<file path="src/rtl/mem_access_unit_pkg.sv">
// Shared constants and types for the memory access unit: FSM states, access
// kinds and the request bundle seen in IDLE.
package mem_access_unit_pkg;

  localparam int WORD_SIZE = 16;

  typedef enum logic [1:0] {
    MAU_IDLE  = 2'd0,
    MAU_READ  = 2'd1,
    MAU_WRITE = 2'd2,
    MAU_DONE  = 2'd3
  } mau_state_e;

  typedef enum logic [1:0] {
    ACC_FETCH = 2'd0,
    ACC_LOAD  = 2'd1,
    ACC_STORE = 2'd2
  } acc_kind_e;

  typedef struct packed {
    logic fetch;
    logic load;
    logic store;
  } acc_req_t;

  // More than one simultaneous request is an illegal command from control.
  function automatic logic req_multi(acc_req_t r);
    return $countones(r) > 1;
  endfunction

endpackage

</file>
<file path="src/rtl/bus_timeout_counter.sv">
// Counts cycles spent waiting on a bus response; expired is high while the
// count sits at TIMEOUT_CYCLES-1 (the last cycle a response is still accepted).
module bus_timeout_counter #(
  parameter int TIMEOUT_CYCLES = 64
) (
  input  logic clk,
  input  logic reset,
  input  logic clr,
  input  logic en,
  output logic expired
);

  localparam int CW = (TIMEOUT_CYCLES > 2) ? $clog2(TIMEOUT_CYCLES) : 1;
  localparam logic [CW-1:0] LAST = CW'(TIMEOUT_CYCLES - 1);

  logic [CW-1:0] cnt;

  always_ff @(posedge clk) begin
    if (reset || clr)
      cnt <= '0;
    else if (en && (cnt != LAST))
      cnt <= cnt + 1'b1;
  end

  assign expired = (cnt == LAST);

endmodule

</file>
<file path="src/rtl/mem_access_unit.sv">
// Bus-side access stage: owns IR/MDR and runs the read/write handshakes for
// fetch, load and store steps, with timeout and a retired-fetch counter.
module mem_access_unit #(
  parameter int WORD_SIZE      = mem_access_unit_pkg::WORD_SIZE,
  parameter int TIMEOUT_CYCLES = 64,
  parameter int CNT_W          = 16
) (
  input  logic                 clk,
  input  logic                 reset,
  input  logic                 fetch_req,
  input  logic                 load_req,
  input  logic                 store_req,
  input  logic [WORD_SIZE-1:0] inst_addr,
  input  logic [WORD_SIZE-1:0] data_addr,
  input  logic [WORD_SIZE-1:0] store_data,
  input  logic [WORD_SIZE-1:0] mem_data_in,
  input  logic                 inputReady,
  input  logic                 ackOutput,
  output logic                 readM,
  output logic                 writeM,
  output logic [WORD_SIZE-1:0] address,
  output logic [WORD_SIZE-1:0] mem_data_out,
  output logic [WORD_SIZE-1:0] ir,
  output logic [WORD_SIZE-1:0] mdr,
  output logic                 busy,
  output logic                 done,
  output logic                 err,
  output logic [CNT_W-1:0]     fetch_count
);
  import mem_access_unit_pkg::*;

  mau_state_e           state, state_nx;
  acc_kind_e            kind, kind_nx;
  acc_req_t             req;
  logic [WORD_SIZE-1:0] address_nx, wdata_nx, ir_nx, mdr_nx;
  logic [CNT_W-1:0]     count_nx;
  logic                 err_nx, tmo_clr, tmo_en, tmo_expired;

  assign req.fetch = fetch_req;
  assign req.load  = load_req;
  assign req.store = store_req;

  bus_timeout_counter #(.TIMEOUT_CYCLES(TIMEOUT_CYCLES)) u_tmo (
    .clk     (clk),
    .reset   (reset),
    .clr     (tmo_clr),
    .en      (tmo_en),
    .expired (tmo_expired)
  );

  always_comb begin
    state_nx   = state;
    kind_nx    = kind;
    address_nx = address;
    wdata_nx   = mem_data_out;
    ir_nx      = ir;
    mdr_nx     = mdr;
    count_nx   = fetch_count;
    err_nx     = err;
    tmo_clr    = 1'b0;
    tmo_en     = 1'b0;

    case (state)
      MAU_IDLE: begin
        // Holding the counter clear here guarantees a fresh count on entry.
        tmo_clr = 1'b1;
        if (req_multi(req)) begin
          state_nx = MAU_DONE;
          err_nx   = 1'b1;
        end else if (req.fetch) begin
          kind_nx    = ACC_FETCH;
          address_nx = inst_addr;
          state_nx   = MAU_READ;
        end else if (req.load) begin
          kind_nx    = ACC_LOAD;
          address_nx = data_addr;
          state_nx   = MAU_READ;
        end else if (req.store) begin
          kind_nx    = ACC_STORE;
          address_nx = data_addr;
          wdata_nx   = store_data;
          state_nx   = MAU_WRITE;
        end
      end

      MAU_READ: begin
        if (inputReady) begin
          if (kind == ACC_FETCH) begin
            ir_nx    = mem_data_in;
            count_nx = fetch_count + 1'b1;
          end else begin
            mdr_nx = mem_data_in;
          end
          err_nx   = 1'b0;
          state_nx = MAU_DONE;
        end else if (tmo_expired) begin
          err_nx   = 1'b1;
          state_nx = MAU_DONE;
        end else begin
          tmo_en = 1'b1;
        end
      end

      MAU_WRITE: begin
        if (ackOutput) begin
          err_nx   = 1'b0;
          state_nx = MAU_DONE;
        end else if (tmo_expired) begin
          err_nx   = 1'b1;
          state_nx = MAU_DONE;
        end else begin
          tmo_en = 1'b1;
        end
      end

      MAU_DONE: begin
        tmo_clr  = 1'b1;
        state_nx = MAU_IDLE;
      end

      default: state_nx = MAU_IDLE;
    endcase
  end

  // Strobes and status are decoded from the next state so every output is a flop.
  always_ff @(posedge clk) begin
    if (reset) begin
      state        <= MAU_IDLE;
      kind         <= ACC_FETCH;
      readM        <= 1'b0;
      writeM       <= 1'b0;
      busy         <= 1'b0;
      done         <= 1'b0;
      err          <= 1'b0;
      address      <= '0;
      mem_data_out <= '0;
      ir           <= '0;
      mdr          <= '0;
      fetch_count  <= '0;
    end else begin
      state        <= state_nx;
      kind         <= kind_nx;
      readM        <= (state_nx == MAU_READ);
      writeM       <= (state_nx == MAU_WRITE);
      busy         <= (state_nx != MAU_IDLE);
      done         <= (state_nx == MAU_DONE);
      err          <= err_nx;
      address      <= address_nx;
      mem_data_out <= wdata_nx;
      ir           <= ir_nx;
      mdr          <= mdr_nx;
      fetch_count  <= count_nx;
    end
  end

endmodule

</file>
<file path="config.mk">
export PLATFORM = sky130hd
export DESIGN_NAME = mem_access_unit
export DESIGN_NICKNAME = d
export VERILOG_FILES = /design/src/rtl/mem_access_unit_pkg.sv /design/src/rtl/bus_timeout_counter.sv /design/src/rtl/mem_access_unit.sv
export SDC_FILE = /design/constraint.sdc
export NUM_CORES = 1
export LEC_CHECK = 0
export ABC_AREA = 0
export CAP_MARGIN = 10
export CORE_MARGIN = 2
export CORE_UTILIZATION = 46
export DETAILED_ROUTE_END_ITERATION = 8
export GPL_TIMING_DRIVEN = 1
export PLACE_DENSITY = 0.9
export SYNTH_ARGS = -nofsm -noshare
export SYNTH_HDL_FRONTEND = slang
export SYNTH_SLANG_ARGS = --single-unit
</file>
<file path="constraint.sdc">
create_clock -name clk -period 4.7 [get_ports clk]
set_clock_uncertainty 0.1 [all_clocks]
set_input_delay 0.705 -clock clk [delete_from_list [all_inputs] [get_ports clk]]
set_output_delay 0.705 -clock clk [all_outputs]
set_load 0.01 [all_outputs]
</file>
* Word-level counts from Yosys, hierarchy flattened
Cells that the tools add are included. Widths: inputs -> output; s select.
Word-level totals: bits of input ports 71, output and inout bits 85, register bits 95, logic and storage cells 68
Operators by class: magnitude comparators 1, equality and inequality tests 9, bitwise logic cells 4, $add $sub $neg 4, mux-type cells 24, reductions and logical operators 13
Operator list (number):
- $mux 16 | 3
- $mux 2 | 10
- $add 16x1->16 const B | 1
- $reduce_and 3->1 | 3
- $eq 2x2->1 const B | 4
- $mux 1 | 8
- $pmux 2 s4 | 1
- $add 6x1->6 const B | 1
- $eq 6x6->1 const B | 1
- $ne 6x6->1 const B | 1
- $reduce_bool 3->1 | 2
- $reduce_and 5->1 | 1
- $eq 2x1->1 const B | 2
- $logic_not 2->1 | 2
- $not 1->1 | 4
- $add 2x1->3 | 1
- $gt 3x1->1 const B | 1
- $pmux 1 s3 | 1
- $add 1x1->2 | 1
- $ne 2x2->1 const B | 1
- $pmux 1 s2 | 1
- $reduce_and 2->1 | 1
- $reduce_bool 2->1 | 1
- $reduce_or 2->1 | 1
- 2 further kinds | 2

* Longest topological paths before layout
Gate-level depths: netlist of run 1.
depth in word-level cells 6, mapped depth 8, gate-level depth less buffers 6

* Modules after synthesis
Synthesis of run 1 repeated with hierarchy kept, for this count alone.
Second synthesis, totals: cell total of the unflattened synthesis 450, area total of the unflattened synthesis 3921.3 µm²
Modules (own cells, without submodules):
- mem_access_unit | sequential area each 1781.7 µm², instances 1, cells an instance 418, area each 3622.2 µm²
- bus_timeout_counter | sequential area each 120.1 µm², instances 1, cells an instance 32, area each 299.0 µm²

* Worst setup path before layout of run 1
OpenSTA, ideal clock, no wires.
path type input -> register, start point input port fetch_req, end point register mem_data_out[10], arrival 1.978 ns, path buffers 2, slack 2.552 ns, library setup time 0.070 ns, stages on the path 7, data required time 4.530 ns, path through ha_1 -> nor4b_1 -> and2_1 -> clkbuf_1 -> buf_2 -> nand2_1 -> a21oi_1
Between the ends: word-level cells in the longest chain between the ends 4
Ends and longest elaborated chain:
- start, declared | line mem_access_unit.sv:10 | input logic fetch_req,
- $add 2x1->3 (implied by the code) | line mem_access_unit_pkg.sv:28 | return $countones(r) > 1;
- $gt 3x1->1 | line mem_access_unit_pkg.sv:28
- $not 1->1 (no source line)
- $reduce_and 5->1 (no source line) (*)
- end signal, assigned | line mem_access_unit.sv:149 | mem_data_out <= wdata_nx;
- end, declared | line mem_access_unit.sv:22 | output logic [WORD_SIZE-1:0] mem_data_out,
Every way passes the cells marked *; elsewhere a longest branch is shown, timed or not. A chain may end at the register's enable or synchronous reset.

* Final worst setup path of run 1
start point input port fetch_req, end point register address[7]
Between the ends: word-level cells in the longest chain between the ends 4
Ends and longest elaborated chain:
- $add 2x1->3 (implied by the code) | line mem_access_unit_pkg.sv:28
- $gt 3x1->1 | line mem_access_unit_pkg.sv:28
- $not 1->1 (no source line)
- $reduce_and 3->1 (no source line)
- end signal, assigned | line mem_access_unit.sv:148 | address <= address_nx;
- end, declared | line mem_access_unit.sv:21 | output logic [WORD_SIZE-1:0] address,
Several ways; a longest one is shown, not always the timed one.

==> results.txt, run 1 <==
outcome -> complete, no violations
first-pass GRT wire length -> 16100 um
Reg power frac -> 43.7%
Rel. slew slack -> 32.3%
CP startpoint kind -> input port
area leader, netlist -> dfxtp_1
max layer used -> met4
wire length per cell -> 14.6 um
port bufs -> 155
class of the worst hold path -> reg -> reg
CP Data Arrival Time -> 3.18 ns
met1 wire length -> 4350 um
crit path max fanout -> 33
drt total wl -> 10300 um
sequential fraction of the synthesis area -> 49.7%
Worst setup startpoint -> fetch_req
synth top area cells -> dfxtp_1 (50%), nand2_1 (11%), a21oi_1 (8.2%), mux2i_1 (4.2%), a211oi_1 (3.1%)
chip width -> 95.2 um
Primary FF master, synth -> dfxtp_1
fraction of layout cells with a size suffix above 1 -> 3.65%
Overflow after GRT -> 0
routability cong. -> 0.820
Logic pwr share -> 31.2%
VDD IR max -> 0.236 mV
Top Ports -> 156
vias in the first global route -> 3529
Critical Path RT -> 4.85 ns
die area -> 9060 um2
htree depth -> 3
Hold-fix buffers, CTS -> 0
Synth warnings -> 0
clk slew on worst S/H paths -> 0.09 ns
die height -> 95.2 um
placed inst area -> 5440 um2
most common cell in the netlist -> nand2_1
Final setup viols -> 0
Mapped Avg Cell Area -> 8.46 um2
Nets -> 675
initial core utilization -> 47.0%
Switching Power -> 718 uW
Final ANT Viol Nets -> 0
post-route worst setup slack -> 1.67 ns
most instantiated cells after synthesis -> nand2_1 (110), dfxtp_1 (95), a21oi_1 (63)
cts repair resizes -> 0
DP Worst Slack -> 1.29 ns
initial DRC count -> 193
CP Capture Type -> flop
max-slew violation count -> 0
vias per cell -> 5.21
mapped cell area -> 3830 um2
total negative setup slack -> 0 ns
final period utilization -> 64.4%
post-detail-place hpwl -> 7490 um
drt pass-1 iters -> 4
pwr dens -> 393 nW/um2
clock share of power -> 25.1%
Root Driver -> clkbuf_8
CORE AREA -> 8130 um2
total track usage -> 22.5%
Clock Path Buffers -> 2
Cells after Synth -> 452
ys async rst share -> 0%
post-CTS setup buffers -> 0
worst slew pin tran -> 1.02 ns
number of synthesized flops with an enable pin -> 0
Final Instance Area -> 5650 um2
CTS sink count -> 95
Internal Power -> 1500 uW
post-synth net total -> 530
synth-to-layout area growth -> 47.5%
Max Cap Viol -> 0
Hold Crit Start -> ir[2]
met3 WL -> 671 um
clk_lat worst skew -> 0.35 ns
Antenna Cells -> 0
post-synth top area share -> 49.7%
pin count of the biggest net entering global routing -> 56
DRC Markers -> 0
cts bufs inserted -> 9
LEAKAGE -> 0.00197 uW
FF+latch count, synth -> 95
RSZ-0062 raised after global routing -> false
switching part of the total -> 32.3%
met2 wire len -> 5160 um
initial antenna violation count -> 0
FMAX -> 330 MHz
distinct cell type count after synthesis -> 41
row count -> 33
post-route minimum period -> 3.03 ns
final hold vios -> 0
WS Path Type -> in -> reg
routed vias -> 3684
Reg2Reg Launch Point -> state[0]
CTS tree -> done
==> sequential cells by signal, summed over array words and instances (netlist names), 2 cells and up <==
signal and count:
state 2, mdr 16, fetch_count 16, ir 16, u_tmo.cnt 6, kind 2, mem_data_out 16, address 16
==> cell type report <==
type / count / area, um2
tap: 105 / 131
sequential: 95 / 1900
fill: 640 / 2490
timing repair buffer: 160 / 1580
clock inverter: 6 / 78.8
inverter: 4 / 15.0
multi-input combinational: 327 / 1810
clock buffer: 10 / 128
==> metal layers <==
metal | vias up | GRT usage (%)
li1 | 1851 | -
met1 | 1693 | 26.9
met2 | 130 | 39.4
met3 | 10 | 4.66
met4 | 0 | 8.94
met5 | - | 0
==> worst paths after layout <==
check | endpoint | slack (ns) | cells after the start
setup / recovery | address[7] | 1.67 | 7
hold reg to reg | ir[2] | 0.36 | 2
hold / removal | ir[2] | 0.36 | 2
setup reg to reg | address[7] | 2.18 | 6
==> power by group through the flow <==
stage	Combinational (uW)	Sequential, uW	Clock [uW]
after floorplan	332	1020	0
after global routing	759	981	596
after CTS	696	969	569
after global placement	665	981	0
final	691	970	557
after detailed placement	694	986	0
==> metrics by stage <==
stage / total power, uW / hold slack [ns] / std cells / util, %
finish: 2220 / 0.360 / 707 / 69.4
detailed placement: 1680 / 0.349 / 691 / 66.9
floorplan: 1350 / 0.339 / 452 / -
global route: 2340 / 0.373 / 707 / 69.4
CTS: 2230 / 0.363 / 707 / 69.4
global placement: 1650 / 0.341 / 691 / 66.9
==> worst max-delay path, cell delays in order <==
cell,delay (ns)
clkdlybuf4s50_1,0.45
buf_4,0.31
ha_1,0.29
nand2_1,0.12
o311a_1,0.86
nor2_1,0.13
a211oi_1,0.30
==> cells by family after synthesis <==
logic type,share of synthesized area [%]
simple gates,22.6
flops,49.7
compound gates,15.8
mux,4.19
fa+ha+maj,2.29
buf+inv,3.07
xor+xnor,2.29
==> placed cells by master (no fill, tap or decap), drive strengths merged, types with 3 or more instances in the layout <==
| cell type | n |
|---|---|
| nand4 | 5 |
| dfxtp | 95 |
| and2 | 3 |
| xor2 | 7 |
| nor4 | 4 |
| nand3 | 6 |
| ha | 7 |
| nor2 | 32 |
| a211oi | 16 |
| inv | 6 |
| nand2b | 3 |
| o21ai | 10 |
| mux2i | 16 |
| xnor2 | 3 |
| nand2 | 110 |
| or3 | 6 |
| clkbuf | 10 |
| o31ai | 4 |
| and4 | 5 |
| a21oi | 63 |
| buf | 6 |
| nor2b | 4 |
| clkdlybuf4s50 | 154 |
| clkinv | 3 |
No activity file was read; power rests on OpenSTA's default activity.
==> run 2: changes to the inputs <==
Settings changed: CORE_UTILIZATION 46 to 43, PLACE_DENSITY 0.9 to 0.85.
Clock period 4.7 ns to 2.94 ns, I/O delays scaled along.
==> results.txt, run 2 (synthesis results as in run 1) <==
GRT met1 Usage -> 24.9% (-2.0 points)
drt pass-1 iters -> 4 (unchanged)
initial core utilization -> 44.1% (-3.0 points)
crit path max fanout -> 16 (-52%)
Max stage delay on crit path -> 0.57 ns (-0.29 ns)
Root Driver -> clkbuf_8
Max Cap Viol -> 0 (unchanged)
Overflow after GRT -> 0 (unchanged)
crit-path cells -> clkdlybuf4s50_1, ha_1, nor4b_1, and2_1, nand2_1, a21oi_1
outcome -> complete, no violations
row count -> 34 (+3.0%)
most frequent cells in the layout -> clkdlybuf4s50_1 (154), nand2_1 (110), dfxtp_1 (95)
port bufs -> 155 (unchanged)
die height -> 98.3 um (+3.3%)
Reg power frac -> 43.8% (about the same)
Switching Power -> 1140 uW (+58%)
Antenna Cells -> 0 (unchanged)
worst hold slack -> 0.358 ns (-0.00161 ns)
vias per cell -> 5.22 (+0.16%)
htree depth -> 3 (unchanged)
CORE AREA -> 8680 um2 (+6.7%)
Final ANT Viol Nets -> 0 (unchanged)
drt total wl -> 10600 um (+2.9%)
Post-Layout Cell Count -> 712 (+0.71%)
FMAX -> 415 MHz
R2R Setup Slk -> 0.71 ns (-1.47 ns)
first-pass GRT wire length -> 17200 um (+7.2%)
class of the worst hold path -> reg -> reg
switching part of the total -> 32.2% (-0.16 points)
post-layout util -> 65.2% (-4.2 points)
LEAKAGE -> 0.00198 uW (+0.34%)
Pwr Total -> 3530 uW (+59%)
clock share of power -> 24.4% (-0.7 points)
Critical Path RT -> 3.12 ns (-1.73 ns)
post-route minimum period -> 2.41 ns
met2 Use GR -> 38.4% (-1.0 points)
R2R depth -> 6 (unchanged)
worst slew pin tran -> 0.569 ns (-0.446 ns)
Hold Crit Start -> mem_data_out[5]
Worst R2R End -> mem_data_out[14]
routability cong. -> 0.814 (-0.70%)
critical path's slowest cell -> and2_1
CTS sink count -> 95 (unchanged)
final hold vios -> 0 (unchanged)
Top Ports -> 156 (unchanged)
GR Layer Usage met3 -> 5.94% (+1.3 points)
Inst Count DP -> 697 (+0.87%)
CP Data Arrival Time -> 2.59 ns (-0.59 ns)
RSZ-0062 raised after global routing -> false
CP Capture Type -> flop
die area -> 9670 um2 (+6.7%)
final period utilization -> 82.0%
cts repair resizes -> 0 (unchanged)
fraction of layout cells with a size suffix above 1 -> 4.14% (+0.48 points)
pwr dens -> 623 nW/um2 (+59%)
cts bufs inserted -> 9 (unchanged)
max-slew violation count -> 0 (unchanged)
DRC Markers -> 0 (unchanged)
clk_lat worst skew -> 0.35 ns (about the same)
total track usage -> 21.7% (-0.83 points)
total negative setup slack -> 0 ns (unchanged)
wire length per cell -> 14.9 um (+2.2%)
CP startpoint kind -> input port
worst setup path endpoint -> mem_data_out[14]
CTS tree -> done
initial DRC count -> 161 (-17%)
Internal Power -> 2390 uW (+59%)
grt peak-use layer -> met2
Rel. slew slack -> 62.1% (+30 points)
Hold-fix buffers, CTS -> 0 (unchanged)
Final setup viols -> 0 (unchanged)
Logic pwr share -> 31.7% (+0.5 points)
synth-to-layout area growth -> 47.9%
chip width -> 98.3 um (+3.3%)
Clock Path Buffers -> 2 (unchanged)
Nets -> 678 (+0.44%)
Worst setup startpoint -> fetch_req
pin count of the biggest net entering global routing -> 34 (-39%)
Buf/Inv on CP -> 1 (-1)
initial antenna violation count -> 0 (unchanged)
post-detail-place hpwl -> 7770 um (+3.7%)
vias in the first global route -> 3718 (+5.4%)
post-CTS setup buffers -> 0 (unchanged)
CP top delay family -> simple AND/OR/NAND/NOR gates
clk slew on worst S/H paths -> 0.10 ns (about the same)
most common cell after layout, fill and taps aside -> clkdlybuf4s50_1
VDD IR max -> 0.347 mV (+47%)
Levels on crit path -> 6 (-1)
Reg2Reg Launch Point -> state[0]
routed vias -> 3716 (+0.87%)
WS Path Type -> in -> reg
run 2: routing by layer:
layer / share of wire, % / vias to the layer above / wire [um]
li1: - / 1854 / -
met1: 41 / 1721 / 4380
met2: 51 / 122 / 5370
met3: 6.2 / 19 / 662
met4: 1.6 / 0 / 173
met5: 0 / - / 0
run 2: how the worst min path moves through the flow:
| stage | end | slack, ns | cells after the start |
|---|---|---|---|
| floorplan | u_tmo.cnt[5] | 0.34 | 1 |
| global placement | mem_data_out[12] | 0.34 | 2 |
| detailed placement | mem_data_out[5] | 0.35 | 2 |
| CTS | state[0] | 0.36 | 2 |
| global route | state[0] | 0.37 | 2 |
| finish | mem_data_out[5] | 0.36 | 2 |
run 2: final cells by class:
class / count / area, um2
fill: 740 / 3020
timing repair buffer: 163 / 1610
sequential: 95 / 1900
multi-input combinational: 327 / 1810
clock buffer: 9 / 124
inverter: 4 / 15.0
clock inverter: 6 / 68.8
tap: 108 / 135
run 2: metrics by stage:
stage	setup slack [ns]	cell area, um2
after floorplan	1.01	3830
after global placement	0.338	5470
after detailed placement	0.176	5470
after CTS	0.550	5660
after global routing	0.249	5660
final	0.528	5660
run 2: worst reg2reg max path: stages (launching register included):
cell and delay (ns):
dfxtp_1 0.37, inv_1 0.10, ha_1 0.25, nor4b_1 0.49, and2_1 0.57, nand2_1 0.13, a21oi_1 0.15
run 2: power groups by stage:
| stage | registers, uW | logic, uW | clock network [uW] |
|---|---|---|---|
| after floorplan | 1620 | 531 | 0 |
| after global placement | 1570 | 1090 | 0 |
| after detailed placement | 1570 | 1120 | 0 |
| after CTS | 1540 | 1130 | 885 |
| after global routing | 1560 | 1240 | 936 |
| final | 1540 | 1120 | 862 |
